$ cat src/rtl/boot_pkg.sv
// ----------------------------------------------------------------------------
// boot_pkg
// Shared definitions for the UART boot loader: the load/handover state
// encoding and the default handshake bytes and IMEM geometry.
// No ports (package).
// ----------------------------------------------------------------------------
package boot_pkg;

    typedef enum logic [2:0] {
        S_READY,   // announce readiness to the host
        S_TXWAIT,  // one-cycle guard while UartTx raises busy
        S_SIZE,    // collect the 4-byte little-endian program size
        S_PROG,    // collect program bytes and write packed words
        S_ACK,     // announce completion to the host
        S_DONE     // UART handed over to the CPU
    } boot_state_t;

    localparam int          IMEM_ADDR_WIDTH_DEF = 15;
    localparam logic [7:0]  READY_BYTE_DEF      = 8'h99;
    localparam logic [7:0]  ACK_BYTE_DEF        = 8'haa;

endpackage

$ cat src/rtl/word_packer.sv
// ----------------------------------------------------------------------------
// word_packer
// Assembles bytes little-endian into a 32-bit word and emits it with a
// one-cycle write strobe in the cycle after the flushing byte.
// Ports:
//   clock, resetn      clock, synchronous active-low reset
//   i_strobe           byte valid this cycle
//   i_lane   [1:0]     byte lane the incoming byte lands in
//   i_byte   [7:0]     incoming byte
//   i_flush            emit the word (including this byte) next cycle
//   i_clear            discard any partially packed word
//   o_word   [31:0]    last emitted word (held until the next flush)
//   o_we               one-cycle strobe qualifying o_word
// ----------------------------------------------------------------------------
module word_packer (
    input  logic        clock,
    input  logic        resetn,
    input  logic        i_strobe,
    input  logic [1:0]  i_lane,
    input  logic [7:0]  i_byte,
    input  logic        i_flush,
    input  logic        i_clear,
    output logic [31:0] o_word,
    output logic        o_we
);

    logic [31:0] r_buf;
    logic [31:0] r_word;
    logic        r_we;
    logic [31:0] w_merged;

    // NOTE: every variable written in always_comb gets a default first so no
    // path can leave it unassigned and infer a latch.
    always_comb begin
        w_merged = r_buf;
        w_merged[{i_lane, 3'b000} +: 8] = i_byte;
    end

    // NOTE: sequential state uses non-blocking assignments so all registers
    // update together from values sampled at the same edge.
    always_ff @(posedge clock) begin
        if (!resetn) begin
            r_buf  <= '0;
            r_word <= '0;
            r_we   <= 1'b0;
        end else begin
            r_we <= 1'b0;
            if (i_clear) begin
                r_buf <= '0;
            end else if (i_strobe) begin
                if (i_flush) begin
                    // Unfilled upper lanes are still zero from the last clear.
                    r_word <= w_merged;
                    r_we   <= 1'b1;
                    r_buf  <= '0;
                end else begin
                    r_buf <= w_merged;
                end
            end
        end
    end

    assign o_word = r_word;
    assign o_we   = r_we;

endmodule

$ cat src/rtl/boot_loader.sv
// ----------------------------------------------------------------------------
// boot_loader
// UART boot stage: sends READY, receives a 32-bit LE size and the program,
// writes packed words into IMEM, sends ACK, then passes the UART to the CPU.
// Ports:
//   clock, resetn                 clock, synchronous active-low reset
//   rx_ready, rdata, ferr         UartRx strobe, byte, framing error
//   tx_busy, tx_start, sdata      UartTx busy, start strobe, byte
//   imem_we, imem_addr, imem_wdata IMEM word write port
//   boot_done                     load complete, UART belongs to the CPU
//   overflow, frame_err           sticky error flags
//   cpu_tx_start, cpu_sdata       CPU transmit request (after boot)
//   cpu_rx_ready, cpu_rdata       CPU receive side (after boot)
// ----------------------------------------------------------------------------
module boot_loader
    import boot_pkg::*;
#(
    parameter int         IMEM_ADDR_WIDTH = IMEM_ADDR_WIDTH_DEF,
    parameter logic [7:0] READY_BYTE      = READY_BYTE_DEF,
    parameter logic [7:0] ACK_BYTE        = ACK_BYTE_DEF
) (
    input  logic                       clock,
    input  logic                       resetn,
    input  logic                       rx_ready,
    input  logic [7:0]                 rdata,
    input  logic                       ferr,
    input  logic                       tx_busy,
    output logic                       tx_start,
    output logic [7:0]                 sdata,
    output logic                       imem_we,
    output logic [IMEM_ADDR_WIDTH-1:0] imem_addr,
    output logic [31:0]                imem_wdata,
    output logic                       boot_done,
    output logic                       overflow,
    output logic                       frame_err,
    input  logic                       cpu_tx_start,
    input  logic [7:0]                 cpu_sdata,
    output logic                       cpu_rx_ready,
    output logic [7:0]                 cpu_rdata
);

    boot_state_t                r_state, w_next_state, r_ret;
    logic [31:0]                r_cnt, r_size;
    logic                       r_prog_done, r_boot_done;
    logic                       r_overflow, r_frame_err;
    logic [IMEM_ADDR_WIDTH-1:0] r_imem_addr;
    logic                       r_wr_drop;

    logic        w_accept, w_byte_in_size, w_byte_in_prog;
    logic [32:0] w_cnt_inc;
    logic        w_last_byte, w_flush, w_addr_oob;
    logic [31:0] w_size_full;
    logic        w_fsm_tx_start;
    logic [7:0]  w_fsm_sdata;
    logic [31:0] w_pk_word;
    logic        w_pk_we;

    assign w_accept       = rx_ready & ~ferr;
    assign w_byte_in_size = (r_state == S_SIZE) & w_accept;
    // Once the final byte is in, later bytes must not disturb the last write.
    assign w_byte_in_prog = (r_state == S_PROG) & w_accept & ~r_prog_done;
    // 33-bit increment so a size of 2^32-1 still terminates correctly.
    assign w_cnt_inc      = {1'b0, r_cnt} + 33'd1;
    assign w_last_byte    = (w_cnt_inc == {1'b0, r_size});
    assign w_flush        = (r_cnt[1:0] == 2'd3) | w_last_byte;
    assign w_size_full    = {rdata, r_size[23:0]};
    assign w_addr_oob     = (r_cnt >> (IMEM_ADDR_WIDTH + 2)) != 32'd0;

    always_ff @(posedge clock) begin
        if (!resetn) r_state <= S_READY;
        else         r_state <= w_next_state;
    end

    always_comb begin
        w_next_state   = r_state;
        w_fsm_tx_start = 1'b0;
        w_fsm_sdata    = 8'h00;
        case (r_state)
            S_READY: if (!tx_busy) begin
                w_fsm_tx_start = 1'b1;
                w_fsm_sdata    = READY_BYTE;
                w_next_state   = S_TXWAIT;
            end
            // UartTx raises busy a cycle late, so wait one cycle unconditionally.
            S_TXWAIT: w_next_state = r_ret;
            S_SIZE: if (w_byte_in_size && r_cnt[1:0] == 2'd3)
                w_next_state = (w_size_full == 32'd0) ? S_ACK : S_PROG;
            // r_prog_done is set with the final byte; the write fires this cycle.
            S_PROG: if (r_prog_done) w_next_state = S_ACK;
            S_ACK: if (!tx_busy) begin
                w_fsm_tx_start = 1'b1;
                w_fsm_sdata    = ACK_BYTE;
                w_next_state   = S_TXWAIT;
            end
            S_DONE:  w_next_state = S_DONE;
            default: w_next_state = S_READY;
        endcase
    end

    always_ff @(posedge clock) begin
        if (!resetn) begin
            r_ret       <= S_SIZE;
            r_cnt       <= '0;
            r_size      <= '0;
            r_prog_done <= 1'b0;
            r_boot_done <= 1'b0;
            r_overflow  <= 1'b0;
            r_frame_err <= 1'b0;
            r_imem_addr <= '0;
            r_wr_drop   <= 1'b0;
        end else begin
            if (r_state == S_READY && !tx_busy) r_ret <= S_SIZE;
            if (r_state == S_ACK && !tx_busy) begin
                r_ret       <= S_DONE;
                r_boot_done <= 1'b1;
            end
            if (rx_ready && ferr && !r_boot_done) r_frame_err <= 1'b1;
            if (w_byte_in_size) begin
                r_size[{r_cnt[1:0], 3'b000} +: 8] <= rdata;
                // Counter restarts at zero for the program phase.
                r_cnt <= (r_cnt[1:0] == 2'd3) ? 32'd0 : r_cnt + 32'd1;
            end
            if (w_byte_in_prog) begin
                r_cnt <= w_cnt_inc[31:0];
                if (w_last_byte) r_prog_done <= 1'b1;
                if (w_flush) begin
                    r_imem_addr <= r_cnt[IMEM_ADDR_WIDTH+1:2];
                    // Out-of-range words are consumed but never written.
                    r_wr_drop   <= w_addr_oob;
                    if (w_addr_oob) r_overflow <= 1'b1;
                end
            end
        end
    end

    word_packer u_packer (
        .clock    (clock),
        .resetn   (resetn),
        .i_strobe (w_byte_in_prog),
        .i_lane   (r_cnt[1:0]),
        .i_byte   (rdata),
        .i_flush  (w_flush),
        .i_clear  (r_state != S_PROG),
        .o_word   (w_pk_word),
        .o_we     (w_pk_we)
    );

    assign imem_we    = w_pk_we & ~r_wr_drop;
    assign imem_addr  = r_imem_addr;
    assign imem_wdata = w_pk_word;
    assign boot_done  = r_boot_done;
    assign overflow   = r_overflow;
    assign frame_err  = r_frame_err;

    // Combinational UART-side outputs are gated by resetn so they read zero
    // while reset is held, matching the registered outputs.
    assign tx_start     = resetn & (w_fsm_tx_start | (r_boot_done & cpu_tx_start));
    assign sdata        = !resetn ? 8'h00 : (r_boot_done ? cpu_sdata : w_fsm_sdata);
    assign cpu_rx_ready = resetn & r_boot_done & rx_ready;
    assign cpu_rdata    = resetn ? rdata : 8'h00;

endmodule
$ cat config.mk
export PLATFORM = sky130hd
export DESIGN_NAME = boot_loader
export DESIGN_NICKNAME = d
export VERILOG_FILES = /design/src/rtl/boot_pkg.sv /design/src/rtl/word_packer.sv /design/src/rtl/boot_loader.sv
export SDC_FILE = /design/constraint.sdc
export NUM_CORES = 1
export LEC_CHECK = 0
export CORE_MARGIN = 5
export CORE_UTILIZATION = 42
export CTS_BUF_LIST = sky130_fd_sc_hd__clkbuf_16
export DETAILED_ROUTE_END_ITERATION = 10
export PLACE_DENSITY = 0.67
export SLEW_MARGIN = 20
export SYNTH_ARGS = -nofsm -noshare
export SYNTH_HDL_FRONTEND = slang
export SYNTH_SLANG_ARGS = --single-unit
$ cat constraint.sdc
create_clock -name clock -period 7.94 [get_ports clock]
set_clock_uncertainty 0.15 [all_clocks]
set_input_delay 2.382 -clock clock [delete_from_list [all_inputs] [get_ports clock]]
set_output_delay 2.382 -clock clock [all_outputs]
set_load 0.01 [all_outputs]
## Word-level counts from Yosys, hierarchy flattened

Index checks and enable logic that the tools add are counted.

| word-level totals | value |
|---|---|
| output and inout bits | 69 |
| input bits | 22 |
| flip-flop bits (word level) | 155 |

| cells by class | value |
|---|---|
| muxes and demuxes | 22 |
| shifts and indexed selects | 2 |
| bitwise gates (word level) | 17 |
| equal/unequal tests | 11 |
| reductions and logical operators | 20 |
| $add $sub $neg | 3 |

Operator list:

| cell | count |
|---|---|
| $mux 32 | 4 |
| $bwmux 32 | 2 |
| $mux 8 | 5 |
| $add 32x1->33 const B | 1 |
| $eq 33x32->1 | 1 |
| $add 32x1->32 const B | 1 |
| $logic_not 32->1 | 1 |
| $reduce_bool 32->1 | 1 |
| $shift 8x7->32 const A | 1 |
| $shiftx 8x7->32 | 1 |
| $mux 3 | 6 |
| $pmux 8 s2 | 1 |
| $pmux 3 s5 | 1 |
| $and 1x1->1 | 9 |
| $reduce_and 3->1 | 3 |
| $neg 5->7 | 1 |
| $eq 3x2->1 const B | 2 |
| $eq 3x3->1 const B | 2 |
| $not 1->1 | 6 |
| $logic_and 1x1->1 | 5 |
| $ne 2x2->1 const B | 2 |
| $reduce_and 2->1 | 2 |
| $reduce_bool 2->1 | 2 |
| $reduce_or 2->1 | 2 |
| 9 further kinds | 13 |

## Longest topological paths before layout

Gate-level depths: netlist (run 1).

| logic depth | value |
|---|---|
| depth in word-level cells | 6 |
| gate-level depth with buffers | 14 |
| gate-level depth less buffers | 10 |

## Hierarchy

A second synthesis (run 1) with hierarchy kept.

| second synthesis, totals | value |
|---|---|
| cell total of the unflattened synthesis | 971 |
| area, all modules | 7967.6 sq um |

Modules (own cells, without submodules):

| module | area each (sq um) | instances | cells an instance | seq. area each (sq um) |
|---|---|---|---|---|
| boot_loader | 5207.5 | 1 | 690 | 1781.7 |
| word_packer | 2760.1 | 1 | 281 | 1301.2 |

## Worst setup path before layout (run 1)

OpenSTA, ideal clock, no wires.

| path | value |
|---|---|
| path kind | input port to output port |
| start | input resetn |
| end | output sdata[1] |
| stages | 6 |
| buffers on the path | 3 |
| arrival | 3503 ps |
| setup slack | 1905 ps |
| cell sequence | clkbuf_1 clkbuf_1 clkbuf_1 o21ai_0 inv_1 o21a_1 |

| on the way | value |
|---|---|
| word-level cells in the longest chain between the ends | 1 |

Ends and longest elaborated chain:

| item | line | text |
|---|---|---|
| from (decl) | boot_loader.sv:23 | `input logic resetn,` |
| $mux 8 | boot_loader.sv:158 | `assign sdata = !resetn ? 8'h00 : (r_boot_done ? cpu_sdata : w_fsm_sdata);` |
| to (decl) | boot_loader.sv:29 | `output logic [7:0] sdata,` |

Every way passes these cells.

## Worst setup path in the final report (run 1)

| path | value |
|---|---|
| start | input tx_busy |
| end | output sdata[4] |

| on the way | value |
|---|---|
| word-level cells in the longest chain between the ends | 4 |

Ends and longest elaborated chain:

| item | line | text |
|---|---|---|
| from (decl) | boot_loader.sv:27 | `input logic tx_busy,` |
| $mux 8 | boot_loader.sv:79 | `S_READY: if (!tx_busy) begin` |
| $pmux 8 s2 | boot_loader.sv:78 | `case (r_state)` |
| $mux 8 (2 in series) | boot_loader.sv:158 |  |

Every way passes these cells.

==> results of run 1 <==
-- worst min path at each step --
stage / startpoint / end / slack, ns / cells past startpoint
5_1_grt: r_size[31] / r_size[31] / 0.35 / 2
4_1_cts: r_size[31] / r_size[31] / 0.32 / 2
2_1_floorplan: r_prog_done / r_prog_done / 0.29 / 2
6_report: frame_err / frame_err / 0.33 / 2
3_3_place_gp: overflow / overflow / 0.31 / 2
3_5_place_dp: frame_err / frame_err / 0.31 / 2
-- area by class of cell --
cell class                 instances  area share
tap                              280      0.0320
timing repair buffer             110      0.0957
inverter                          42      0.0144
multi-input combinational        931       0.521
clock inverter                    15      0.0163
sequential                       154       0.281
clock buffer                      17      0.0388
-- flip-flops by register name, summed over array words and instances, names as in the netlist, 2 cells and up --
name,flops
r_state,3
imem_addr,15
u_packer.r_buf,32
u_packer.o_word,32
r_cnt,32
r_size,32
r_ret,2
-- power groups by stage --
stage | sequential [mW] | combinational [mW] | clock (mW)
2_1_floorplan | 0.811 | 0.203 | 0
3_3_place_gp | 0.820 | 0.293 | 0
3_5_place_dp | 0.820 | 0.297 | 0
4_1_cts | 0.802 | 0.299 | 0.855
5_1_grt | 0.805 | 0.327 | 0.883
6_report | 0.803 | 0.301 | 0.848
-- placed cells by master (no fill, tap or decap), types with 20 or more instances in the layout --
| cell | count |
|---|---|
| a21oi_1 | 77 |
| a31oi_1 | 22 |
| a32o_1 | 32 |
| a32oi_1 | 34 |
| and3_1 | 32 |
| buf_4 | 21 |
| clkdlybuf4s50_1 | 89 |
| dfxtp_1 | 154 |
| inv_1 | 41 |
| nand2_1 | 79 |
| nand3_1 | 160 |
| nand4_1 | 43 |
| nor2_1 | 69 |
| nor2b_1 | 55 |
| nor3_1 | 22 |
| nor4_1 | 21 |
| o21ai_0 | 68 |
| o311ai_1 | 21 |
| or4_1 | 20 |
| xnor2_1 | 26 |
-- worst max-delay path: stages --
cell             delay (ns)
clkdlybuf4s50_1        0.45
or3_1                  0.38
or3_1                  0.34
a21oi_1                0.13
clkdlybuf4s50_1        0.56
-- metrics by stage --
stage	utilization	instances	power [mW]	cell area [sq um]
global placement	0.471	1517	1.11	10300
floorplan	-	1268	1.01	9450
detailed placement	0.471	1517	1.12	10300
global route	0.499	1549	2.01	11000
finish	0.499	1549	1.95	11000
CTS	0.499	1549	1.96	10900
-- logic make-up after synthesis --
kind of cell / synth area share
simple gates: 0.323
compound gates: 0.229
buf+inv: 0.0744
flops: 0.326
xor+xnor: 0.0334
fa+ha+maj: 0.00927
mux: 0.00437
-- layer usage --
| metal | wire, microns | track usage |
|---|---|---|
| met1 | 13600 | 0.310 |
| met2 | 14300 | 0.364 |
| met3 | 2060 | 0.0369 |
| met4 | 785 | 0.0962 |
| met5 | 0 | 0 |
==> impl_metrics.py, run 1 <==
metrics = {
    "status": {
        "status": "completed",
    },
    "timing": {
        "max_slew.worst_pin.slew_ns": 0.976,
        "fin_hold_ws_ns": 0.326,
        "max_slew_margin": 0.348,
        "rsz0062_at_grt": "false",
        "fmax_mhz": 148,
        "slew_viol_final": 0,
        "setup_viol": 0,
        "period_minus_slack_ns": 6.77,
        "hold_viol": 0,
        "finalCritPeriodShare": 0.853,
        "setup_ws_ns": 1.17,
        "tns_ns": 0,
    },
    "logic_synthesis": {
        "ys_seq_elements": 154,
        "yosysTopAreaCellShare": 0.326,
        "synth_fp_nets": 1297,
        "ys_async_sr_fraction": 0,
        "ys_types": 56,
        "ys.warnings.count": 0,
        "yosys.area.top_type": "dfxtp_1",
        "syn-cell-area_sq_um": 9450,
        "syn_inst": 1268,
        "synth.area.top_cells": "dfxtp_1 (33%), nand3_1 (8.5%), clkbuf_1 (4.8%), a21oi_1 (4.2%), nor2b_1 (3.6%)",
        "synth_common_cells": "nand3_1 (160), dfxtp_1 (154), clkbuf_1 (120)",
        "synth_seq_area_share": 0.326,
        "ys.flop_type": "dfxtp_1",
        "synth.most_common_cell": "nand3_1",
        "synth_edf_count": 0,
        "syn_avg_cell_area_sq_um": 7.45,
    },
    "clock_tree": {
        "cts_made_buffers": 17,
        "h-tree-depth": 4,
        "cts_resized": 0,
        "cts_tree": "built",
        "clock-root-buffer": "clkbuf_16",
        "clk_pin_slew_ns": 0.07,
        "cts_buffer_depth": 2,
        "clk_latency_ns": 0.43,
        "clock_sinks": 154,
        "hold_buffers": 0,
        "cts_setup_buffers": 0,
    },
    "layout": {
        "multiInputGateArea_sq_um": 5710,
        "drive_above_1_share": 0.0575,
        "n_fill_cell": 2070,
        "area_delta_synth_final_pct": 16.0,
        "num_antenna_cells": 0,
        "seqCellArea_sq_um": 3080,
        "fin_nets": 1285,
    },
    "die": {
        "die_x_microns": 160,
        "fp.dieH_microns": 160,
        "fp.coreArea_sq_um": 22000,
        "num_rows": 54,
        "die_area_sq_um": 25600,
        "initial_utilization": 0.430,
        "ios": 91,
    },
    "pwr": {
        "power_switching_mw": 0.603,
        "internal_power_mw": 1.35,
        "ir_worst_vdd_v": 0.000149,
        "power_density_nw_per_um2": 178,
        "p_leak_nw": 3.59,
        "clkPwrFrac": 0.434,
        "combPwrFrac": 0.154,
        "swShare": 0.309,
        "seqPwrFrac": 0.411,
    },
    "worst_setup_path": {
        "r2r_cells": 9,
        "regToRegEndpoint": "imem_addr[6]",
        "crit_path_start_kind": "input pin",
        "worstSetupEndpoint": "sdata[4]",
        "critPathLaunch": "tx_busy",
        "arrival_ns": 4.24,
        "worstReg2RegStart": "r_cnt[0]",
        "cp.required_ns": 5.41,
        "path_class": "in2out",
        "r2r_slack_ns": 3.02,
        "critPathMaxFanout": 4,
        "crit_path_end_kind": "primary output",
    },
    "routing": {
        "wirelength_microns": 30800,
        "drt_iter0_drc": 1022,
        "vias": 9904,
        "drc": 0,
        "avgViaCountPerCell": 6.39,
        "wl_per_cell_microns": 19.9,
        "first_pass_iters": 7,
        "drtAntennaViolNets": 0,
    },
    "place": {
        "portBuffers": 90,
        "pre_cts_slack_ns": 1.17,
        "hpwl_microns": 19600,
        "place.gp.congestion": 0.921,
    },
    "job": {
        "cap_violations": 0,
    },
    "global_route": {
        "antenna_found_initial": 0,
        "grt_pass1_vias": 9037,
        "grt_usage": 0.229,
        "grt_overflow": 0,
        "grt_pass1_wl_microns": 48900,
        "grt_max_degree": 77,
    },
    "min_path": {
        "hold_path_class": "reg2reg",
    },
}
No activity file was read; power rests on OpenSTA's default activity.
==> run 2, diff against run 1 <==
Settings changed: CORE_ASPECT_RATIO from default to 0.75, CORE_UTILIZATION 42 to 50, PLACE_DENSITY 0.67 to 0.76, SLEW_MARGIN 20 to default.
==> run 2 against run 1 <==
  * First-iteration DRC count grew 41%
  * Clock power fell by 7.7%
  * Die area decreased by 15%
  * Non-clock buffer count grew 1
  * Critical path depth stayed put
  * Design area is 0.86% lower
  * Hold slack lost 0.0018 ns
  * Combinational power hardly changed
  * Flip-flop and latch count is the same
  * Via count increased by 2.0%
  * Critical path type unchanged
==> impl_metrics.py, run 2 (same netlist as run 1, synthesis figures left out) <==
metrics = {
    "routing": {
        "drtAntennaViolNets": 0,
        "first_pass_iters": 7,
        "drc": 0,
        "wirelength_microns": 30600,
        "vias": 10100,
        "avgViaCountPerCell": 6.66,
        "wl_per_cell_microns": 20.2,
        "drt_iter0_drc": 1438,
    },
    "layout": {
        "num_antenna_cells": 0,
        "final_common_cell": "nand3_1",
        "area_delta_synth_final_pct": 15.0,
        "fin_nets": 1286,
        "drive_above_1_share": 0.0551,
        "mostFrequentLayoutCells": "nand3_1 (160), dfxtp_1 (154), clkdlybuf4s50_1 (89), nand2_1 (79), a21oi_1 (77)",
        "final_util": 0.587,
        "n_fill_cell": 1686,
        "stdcell_count": 1517,
    },
    "timing": {
        "slew_viol_final": 0,
        "hold_viol": 0,
        "fmax_mhz": 147,
        "tns_ns": 0,
        "rsz0062_at_grt": "false",
        "max_slew_margin": 0.176,
        "period_minus_slack_ns": 6.80,
        "setup_viol": 0,
        "finalCritPeriodShare": 0.856,
        "max_slew.worst_pin.slew_ns": 1.23,
    },
    "pwr": {
        "p_leak_nw": 3.58,
        "power_density_nw_per_um2": 174,
        "ir_worst_vdd_v": 0.000133,
    },
    "global_route": {
        "grt_usage": 0.273,
        "grt_overflow": 0,
        "grt_max_degree": 101,
        "grt_pass1_wl_microns": 48600,
        "antenna_found_initial": 0,
        "grt_pass1_vias": 8966,
    },
    "die": {
        "initial_utilization": 0.510,
        "fp.coreArea_sq_um": 18500,
        "fp.dieH_microns": 129,
        "ios": 91,
        "num_rows": 43,
        "die_x_microns": 169,
        "die_area_sq_um": 21800,
    },
    "clock_tree": {
        "clock-root-buffer": "clkbuf_16",
        "hold_buffers": 0,
        "clk_latency_ns": 0.43,
        "cts_tree": "built",
        "cts_buffer_depth": 2,
        "clk_pin_slew_ns": 0.06,
        "cts_setup_buffers": 0,
        "cts_made_buffers": 17,
        "h-tree-depth": 4,
        "cts_resized": 0,
        "clock_sinks": 154,
    },
    "worst_setup_path": {
        "crit_cells": 5,
        "critPathTopFamily": "buffers and inverters",
        "worstSetupEndpoint": "sdata[0]",
        "critPathMaxFanout": 4,
        "worstReg2RegStart": "r_cnt[0]",
        "r2r_slack_ns": 2.40,
        "critPathSlowestCell": "clkdlybuf4s50_1",
        "cp_cell_sequence": "clkdlybuf4s50_1 > or3_1 > or3_1 > a21oi_1 > clkdlybuf4s50_1",
        "crit_buf_inv": 2,
        "critPathLaunch": "tx_busy",
        "cp.required_ns": 5.41,
        "crit_path_start_kind": "input pin",
        "cp_slowest_stage_delay_ns": 0.56,
        "crit_path_end_kind": "primary output",
        "arrival_ns": 4.27,
        "path_class": "in2out",
        "regToRegEndpoint": "imem_addr[6]",
        "r2r_cells": 10,
    },
    "job": {
        "cap_violations": 0,
    },
    "status": {
        "status": "completed",
    },
    "place": {
        "dp.cells": 1485,
        "hpwl_microns": 19700,
        "place.gp.congestion": 0.945,
        "portBuffers": 90,
    },
    "min_path": {
        "min_from": "r_prog_done",
        "hold_path_class": "reg2reg",
    },
}
-- run 2: report_power, final --
group / switching [mW] / internal, mW / leakage, nW
sequential: 0.0192 / 0.784 / 1.24
clock: 0.353 / 0.431 / 0.266
combinational: 0.213 / 0.0910 / 2.08
-- run 2: how the worst min path moves through the flow --
stage,endpoint,cells after the start
2_1_floorplan,r_prog_done,2
3_3_place_gp,overflow,2
3_5_place_dp,r_prog_done,2
4_1_cts,r_prog_done,2
5_1_grt,frame_err,2
6_report,r_prog_done,2
-- run 2: final cells by class --
cell class / instances / area (sq um) / area share
tap: 247 / 309 / 0.0285
inverter: 42 / 158 / 0.0145
timing repair buffer: 111 / 1060 / 0.0972
clock buffer: 17 / 425 / 0.0392
multi-input combinational: 931 / 5700 / 0.525
sequential: 154 / 3080 / 0.284
clock inverter: 15 / 126 / 0.0116
-- run 2: metrics by stage --
stage / total power, mW / hold WS [ns] / setup WS, ns / area, sq um
floorplan: 1.01 / 0.288 / 1.91 / 9450
finish: 1.89 / 0.324 / 1.14 / 10900
detailed placement: 1.12 / 0.312 / 1.15 / 10300
global route: 1.96 / 0.347 / 1.05 / 10900
global placement: 1.11 / 0.295 / 1.18 / 10300
CTS: 1.89 / 0.326 / 1.15 / 10900
-- run 2: metal layers --
metal | global-route usage | share of wire | up-vias
met2 | 0.407 | 0.43 | 628
li1 | - | - | 4683
met4 | 0.0830 | 0.018 | 0
met3 | 0.0656 | 0.12 | 58
met1 | 0.393 | 0.44 | 4735
met5 | 0 | 0 | -
-- run 2: worst reg2reg max path: cells and delay by family (launching register included) --
kind,cells,cell delay (ns)
adders and majority gates,1,0.27
buffers and inverters,1,0.54
AOI/OAI and AO/OA,2,0.47
DFF,1,0.61
and+or+nand+nor,6,3.33
